File: config.mk
export PLATFORM = sky130hd
export DESIGN_NAME = muldiv_seq_flat
export DESIGN_NICKNAME = d
export VERILOG_FILES = /design/src/rtl/muldiv_pkg.sv /design/src/rtl/muldiv_if.sv /design/src/rtl/muldiv_step.sv /design/src/rtl/muldiv_seq.sv /design/src/flat_wrapper.sv
export SDC_FILE = /design/constraint.sdc
export NUM_CORES = 1
export LEC_CHECK = 0
export CAP_MARGIN = 20
export CORE_MARGIN = 5
export CORE_UTILIZATION = 35
export CTS_CLUSTER_DIAMETER = 150
export DETAILED_ROUTE_END_ITERATION = 12
export PLACE_DENSITY = 0.49
export SLEW_MARGIN = 30
export SYNTH_ARGS = -nofsm -noshare
export SYNTH_HDL_FRONTEND = slang
export SYNTH_SLANG_ARGS = --single-unit
File: constraint.sdc
create_clock -name clk -period 6.1 [get_ports clk]
set_input_delay 1.22 -clock clk [delete_from_list [all_inputs] [get_ports clk]]
set_output_delay 1.22 -clock clk [all_outputs]
set_load 0.01 [all_outputs]
File: src/rtl/muldiv_pkg.sv
// Shared definitions for the RV32M multiply/divide sequencer: op codes, FSM states
// and the signedness rules used when operands are accepted.
package muldiv_pkg;

  localparam int XLEN_DEFAULT = 32;

  // funct7 of every RV32M R-type op; decode uses it to route ops to this unit.
  localparam logic [6:0] FUNCT7_M = 7'b0000001;

  localparam logic [2:0] F3_MUL    = 3'b000;
  localparam logic [2:0] F3_MULH   = 3'b001;
  localparam logic [2:0] F3_MULHSU = 3'b010;
  localparam logic [2:0] F3_MULHU  = 3'b011;
  localparam logic [2:0] F3_DIV    = 3'b100;
  localparam logic [2:0] F3_DIVU   = 3'b101;
  localparam logic [2:0] F3_REM    = 3'b110;
  localparam logic [2:0] F3_REMU   = 3'b111;

  typedef enum logic [1:0] {IDLE, BUSY, DONE} state_t;

  typedef enum logic {MODE_MUL, MODE_DIV} mode_t;

  function automatic logic signed_a(input logic [2:0] f3);
    return f3 inside {F3_MUL, F3_MULH, F3_MULHSU, F3_DIV, F3_REM};
  endfunction

  function automatic logic signed_b(input logic [2:0] f3);
    return f3 inside {F3_MUL, F3_MULH, F3_DIV, F3_REM};
  endfunction

endpackage

File: src/rtl/muldiv_if.sv
// Request/response bundle between the execute stage (master) and the M-unit (slave).
interface muldiv_if import muldiv_pkg::*; #(parameter int XLEN = XLEN_DEFAULT);

  logic            start;
  logic [2:0]      funct3;
  logic [XLEN-1:0] srcA;
  logic [XLEN-1:0] srcB;
  logic            busy;
  logic            done;
  logic            stall;
  logic [XLEN-1:0] result;

  modport master (output start, funct3, srcA, srcB,
                  input  busy, done, stall, result);

  modport slave  (input  start, funct3, srcA, srcB,
                  output busy, done, stall, result);

endinterface

File: src/rtl/muldiv_step.sv
// One combinational iteration: shift-add multiply or restoring divide on the shared
// double-width accumulator {hi, lo}.
module muldiv_step import muldiv_pkg::*; #(
  parameter int XLEN = XLEN_DEFAULT
) (
  input  logic [2*XLEN-1:0] acc,
  input  logic [XLEN-1:0]   opnd,
  input  mode_t             mode,
  output logic [2*XLEN-1:0] acc_next
);

  logic [XLEN:0]   sum;
  logic [XLEN:0]   shifted;
  logic [XLEN-1:0] rem_sub;
  logic            ge;

  // NOTE: every always_comb output gets a value on every path, so no latch is inferred.
  always_comb begin
    sum      = {1'b0, acc[2*XLEN-1:XLEN]} + (acc[0] ? {1'b0, opnd} : '0);
    // Divide: hi is the partial remainder, lo shifts dividend bits out and quotient bits in.
    shifted  = {acc[2*XLEN-1:XLEN], acc[XLEN-1]};
    ge       = shifted >= {1'b0, opnd};
    rem_sub  = shifted[XLEN-1:0] - opnd;
    acc_next = {sum, acc[XLEN-1:1]};
    if (mode == MODE_DIV)
      acc_next = {(ge ? rem_sub : shifted[XLEN-1:0]), acc[XLEN-2:0], ge};
  end

endmodule

File: src/rtl/muldiv_seq.sv
// RV32M sequencer: accepts one op, iterates one bit per cycle on magnitudes, applies
// sign correction on entry to DONE. Special divides resolve straight from IDLE.
module muldiv_seq import muldiv_pkg::*; #(
  parameter int XLEN = XLEN_DEFAULT
) (
  input  logic     clk,
  input  logic     reset,
  muldiv_if.slave  bus
);

  localparam int CW = $clog2(XLEN);

  state_t            state, state_next;
  logic [CW-1:0]     count;
  logic [2*XLEN-1:0] acc, acc_next;
  logic [XLEN-1:0]   opnd, result_q;
  logic [2:0]        op;
  logic              neg_res;

  logic              a_neg, b_neg, div_zero, ovf, special;
  logic [XLEN-1:0]   a_mag, b_mag, special_val, final_val;
  logic [2*XLEN-1:0] mul_full;
  logic [XLEN-1:0]   quo, rem;

  // Operand decode at accept.
  always_comb begin
    a_neg    = signed_a(bus.funct3) & bus.srcA[XLEN-1];
    b_neg    = signed_b(bus.funct3) & bus.srcB[XLEN-1];
    a_mag    = a_neg ? -bus.srcA : bus.srcA;
    b_mag    = b_neg ? -bus.srcB : bus.srcB;
    div_zero = (bus.srcB == '0);
    ovf      = (bus.funct3 == F3_DIV || bus.funct3 == F3_REM) &&
               (bus.srcA == {1'b1, {(XLEN-1){1'b0}}}) && (bus.srcB == '1);
    special  = bus.funct3[2] & (div_zero | ovf);
    if (div_zero)
      special_val = bus.funct3[1] ? bus.srcA : '1;
    else
      special_val = bus.funct3[1] ? '0 : bus.srcA;
  end

  muldiv_step #(.XLEN(XLEN)) u_step (
    .acc      (acc),
    .opnd     (opnd),
    .mode     (op[2] ? MODE_DIV : MODE_MUL),
    .acc_next (acc_next)
  );

  // Sign-corrected result built from the last iteration's output.
  always_comb begin
    mul_full = neg_res ? -acc_next : acc_next;
    quo      = acc_next[XLEN-1:0];
    rem      = acc_next[2*XLEN-1:XLEN];
    unique case (op)
      F3_MUL:                    final_val = mul_full[XLEN-1:0];
      F3_MULH, F3_MULHSU,
      F3_MULHU:                  final_val = mul_full[2*XLEN-1:XLEN];
      F3_DIV, F3_DIVU:           final_val = neg_res ? -quo : quo;
      default:                   final_val = neg_res ? -rem : rem;
    endcase
  end

  // NOTE: sequential state uses non-blocking assignments so every register samples pre-edge values.
  always_ff @(posedge clk) begin
    if (reset) state <= IDLE;
    else       state <= state_next;
  end

  always_comb begin
    state_next = state;
    case (state)
      IDLE:    if (bus.start) state_next = special ? DONE : BUSY;
      BUSY:    if (count == '0) state_next = DONE;
      DONE:    state_next = IDLE;
      default: state_next = IDLE;
    endcase
  end

  always_comb begin
    bus.busy   = (state == BUSY);
    bus.done   = (state == DONE);
    bus.stall  = bus.start & ~bus.done;
    bus.result = result_q;
  end

  always_ff @(posedge clk) begin
    if (reset) begin
      count    <= '0;
      acc      <= '0;
      opnd     <= '0;
      op       <= F3_MUL;
      neg_res  <= 1'b0;
      result_q <= '0;
    end else begin
      case (state)
        IDLE: if (bus.start) begin
          op      <= bus.funct3;
          // Remainder follows the dividend; everything else follows the operand signs.
          neg_res <= (bus.funct3[2] & bus.funct3[1]) ? a_neg : (a_neg ^ b_neg);
          count   <= CW'(XLEN-1);
          opnd    <= bus.funct3[2] ? b_mag : a_mag;
          acc     <= {{XLEN{1'b0}}, (bus.funct3[2] ? a_mag : b_mag)};
          if (special) result_q <= special_val;
        end
        BUSY: begin
          acc <= acc_next;
          if (count == '0) result_q <= final_val;
          else             count    <= count - 1'b1;
        end
        default: ;
      endcase
    end
  end

endmodule

File: src/flat_wrapper.sv
// flat-port wrapper written by rule: the top's interface ports become plain ports
module muldiv_seq_flat import muldiv_pkg::*;
#(
  parameter int XLEN = XLEN_DEFAULT
)
  (clk, reset, bus_start, bus_funct3, bus_srcA, bus_srcB, bus_busy, bus_done, bus_stall, bus_result);
  muldiv_if #(.XLEN(XLEN)) bus_i ();
  input  logic clk;
  input  logic reset;
  input wire logic [$bits(bus_i.start)-1:0] bus_start;
  input wire logic [$bits(bus_i.funct3)-1:0] bus_funct3;
  input wire logic [$bits(bus_i.srcA)-1:0] bus_srcA;
  input wire logic [$bits(bus_i.srcB)-1:0] bus_srcB;
  output wire logic [$bits(bus_i.busy)-1:0] bus_busy;
  output wire logic [$bits(bus_i.done)-1:0] bus_done;
  output wire logic [$bits(bus_i.stall)-1:0] bus_stall;
  output wire logic [$bits(bus_i.result)-1:0] bus_result;
  assign bus_i.start = bus_start;
  assign bus_i.funct3 = bus_funct3;
  assign bus_i.srcA = bus_srcA;
  assign bus_i.srcB = bus_srcB;
  assign bus_busy = bus_i.busy;
  assign bus_done = bus_i.done;
  assign bus_stall = bus_i.stall;
  assign bus_result = bus_i.result;
  muldiv_seq #(.XLEN(XLEN)) u_core (.clk(clk), .reset(reset), .bus(bus_i));
endmodule
==> impl_results.md <==
- Status: finished clean
- Largest net degree at the start of global routing: 82
- RSZ-0062 raised after global routing: false
- DIE HEIGHT: 224 um
- Total global routing overflow: 0
- Placed cells: between 2,000 and 3,000
- Setup_tns: 0 ps
- First-pass GRT wire length: 111,000 um
- Slew margin rel.: around 30%
- Adder-Cell Fraction of Synth Area: 7.07%
- Met2 GRT Util: between 40 and 50%
- Commonest non-fill, non-tap cells in the layout: nand2_1, a21oi_1, nor2_1
- Nets: roughly 2,500
- Max Freq: around 180 MHz
- Leakage power: approximately 7 nW
- Sw frac: 44.7%
- Drt drc: 0
- Clk buf depth: 2
- Fin worst setup slack: between 600 and 700 ps
- Clock power share: about 26%
- Vias per cell: around 6.2
- Clk_lat worst skew: about 450 ps
- Yosys reg bits: between 100 and 150
- CP cell instances: inv_1 > ha_1 > nand4_1 > or4_4 > nor4_4 > nor4_1 > buf_4 > a21oi_1 > a22oi_1 > or4b_2 > nor3_2 > a41oi_1 > xnor2_1 > o221ai_1 > o22ai_1
- Pre-CTS setup slack: roughly 540 ps
- Synth Area in Compound Gates: approximately a third
- Routing usage on met3: under 10%
- CTS sink cnt: 139
- Drt pass-1 iters: 6
- Final core occ: roughly two fifths
- Xor-xnor portion of the synthesized cell area: 8.12%
- Input/output buffers: ~100
- Yosys warns: 0
- Slew @ Worst Pin: 1040 ps
- Routed WL: approximately 75,000 um
- Hold Crit Class: reg2reg
- Num rows: 78
- Post-synth EDFFs: 0
- Minimum clock period after layout: around 5400 ps
- P_int: ~2.4 mW
- NetSw: about 1.9 mW
- DRT iter0 DRCs: about 2,200
- Fin. Hold Viols: 0
- Post-synthesis sequential area ratio: approximately 17%
- CP max-delay cell: or4b_2
- Area grow syn2layout: 15.6%
- Crit path DAT: around 5800 ps
- Primary FF master, synth: dfxtp_1
- Logic pwr share: 49.3%
- Root Buffer: clkbuf_16
- Syn_nets: about 2,500
- Commonest non-fill, non-tap cell in the layout: nand2_1
- Crit path launch type: flop
- Slowest Stage Delay on Critical Path: between 700 and 800 ps
- Io pins: 105
- Type of the worst setup path: reg2reg
- Vias in the first global route: between 15,000 and 20,000
- Unique masters post-synth: 98
- Fraction of synthesized area in multiplexers: 3.50%
- Initial antenna violation count: 3
- Final Cell Area: roughly 18,000 um2
- Inserted Clock Buffers: 17
- Async SR Flop Fraction: 0%
- Post-CTS setup buffers: 0
- CTS tree: yes
- Synth top area share: between 15 and 20%
- Worst Setup End Kind: flop
- Hold_buf cts: 0
- DP Area: roughly 18,000 um2
- Fin crit share: slightly below 90%
- Met1 global-route usage: slightly above 40%
- Chip width: 224 um
- Fin. max-slew vios: 0
- Largest family of logic cells by synthesized area: compound AO/OA/AOI/OAI gates
- Final Setup Violations: 0
- Simple-Gate Fraction of Synth Area: 26.2%
- Share of cells above drive strength 1: 8.36%
- Post-DP HPWL: 59,600 um
- PwrDens: between 200 and 250 nW/um2
- Worst-path fanout max: 10
- Worst vdd ir: around 0.00021 V
- WL/cell: ~25 um
- Synth area leader: dfxtp_1
- GPL Wtd Cong: around 1
- Max-Cap Viols: 0
- CP required: 6470 ps
- Cell Area, Synth: about 16,000 um2
- Non-filler cells, final: around 3,000
- Fill cells: 4,868
- Post-CTS sizing: 0
- H-tree Lvls: 4
- Layer with the highest usage: met2
- Top post-synthesis cells by area: dfxtp_1, a21oi_1, nand2_1
- Final Skew: about 12 ps
- Diode count: 0
- DRT antenna net count: 0
- Syn Inst Count: 2,314
- GRT Util Overall: between 20% and 30%
- DR vias: 18,400
- Syn Area/Cell: a little under 7 um2
- Initial Util: a little over a third
- Clock Pin Slew Worst Setup and Hold Paths: 60 ps
- Core footprint: ~45,000 um2
- Die area: roughly 50,000 um2
- Sequential Power Share: 25.1%
power groups by stage:
stage	Clock [mW]	Sequential, mW	Combinational [mW]
floorplan	0	1.07	1.30
global placement	0	1.10	2.08
detailed placement	0	1.10	2.07
CTS	1.12	1.08	2.08
global route	1.15	1.09	2.27
finish	1.11	1.08	2.13
flip-flops by register name (all words and copies together) (netlist names):
name / flops
u_core.acc: 64
u_core.opnd: 32
u_core.op: 3
u_core.state: 2
u_core.count: 5
u_core.neg_res: 1
u_core.bus.result: 32
layer usage:
metal	part of all wire (%)	wire length (um)	vias to the layer above
li1	-	-	8664
met1	45	33800	8881
met2	44	33100	777
met3	6.8	5120	126
met4	3.9	2920	0
met5	0	0	-
synth_stat cells (8+ instances only):
master     number
and3_1         18
mux2i_1        39
nor2b_1        10
o211ai_1       62
o21bai_1        8
a311oi_1       10
a22o_1          8
buf_2          21
or3_1          22
xor2_1         68
or4_1          13
o31ai_1        30
nand2_1       264
dfxtp_1       139
a31oi_1        43
and2_1         39
o21ai_0       132
nand4_1        28
ha_1           71
maj3_1         20
o22ai_1        17
o21a_1         19
a21o_1         24
clkbuf_1      134
a2111oi_0       9
xnor2_1        80
inv_1          66
nor3b_1        10
nand3_1        59
nor4_1         25
o41ai_1        11
nor2_1        236
a21oi_1       250
nand3b_1       12
a221oi_1       26
nand2b_1       16
or2_2          14
mux2_2         15
a22oi_1        10
nor3_1         63
a211oi_1       38
layout make-up:
cell class                      instances  area (um2)  share of cell area [%]
Inverter                               67         251                    1.36
Tap cell                              600         751                    4.07
Sequential cell                       139        2790                    15.1
Clock inverter                          8         108                   0.583
Timing Repair Buffer                  199        1750                    9.46
Multi-Input combinational cell       1945       12300                    66.7
Clock buffer                           22         495                    2.68
per-stage QoR:
stage | hold WS (ps) | total power, mW
global placement | 444 | 3.18
finish | 455 | 4.32
CTS | 456 | 4.28
detailed placement | 447 | 3.17
floorplan | 440 | 2.37
global route | 474 | 4.51
worst paths after layout:
check	startpoint	end	slack, ps	cells after the start
worst max register to register	u_core.opnd[10]$_SDFFE_PP0P_	u_core.bus.result[31]$_SDFFE_PP0P_	650	15
worst min register to register	u_core.bus.result[2]$_SDFFE_PP0P_	u_core.bus.result[2]$_SDFFE_PP0P_	450	2
worst max-delay path	u_core.opnd[10]$_SDFFE_PP0P_	u_core.bus.result[31]$_SDFFE_PP0P_	650	15
worst min-delay path	u_core.bus.result[2]$_SDFFE_PP0P_	u_core.bus.result[2]$_SDFFE_PP0P_	450	2
kinds of logic (layout without fill, tap and decap cells):
kind of cell / count (synthesis) / after routing
AOI/OAI and AO/OA: 786 / 786
buffers and inverters: 230 / 296
DFF: 139 / 139
muxes: 54 / 54
adders and majority gates: 93 / 93
xor gates and xnor gates: 148 / 148
and+or+nand+nor: 864 / 864
worst max-delay path: cells and delay by family, from the launching register on:
| family | cells | cell delay [ps] |
|---|---|---|
| buffers and inverters | 2 | 300 |
| AOI/OAI and AO/OA | 5 | 1640 |
| and+or+nand+nor | 6 | 2310 |
| adders and majority gates | 1 | 430 |
| DFF | 1 | 400 |
| xor gates and xnor gates | 1 | 270 |
Note: power is estimated with default switching activity, not from simulation.
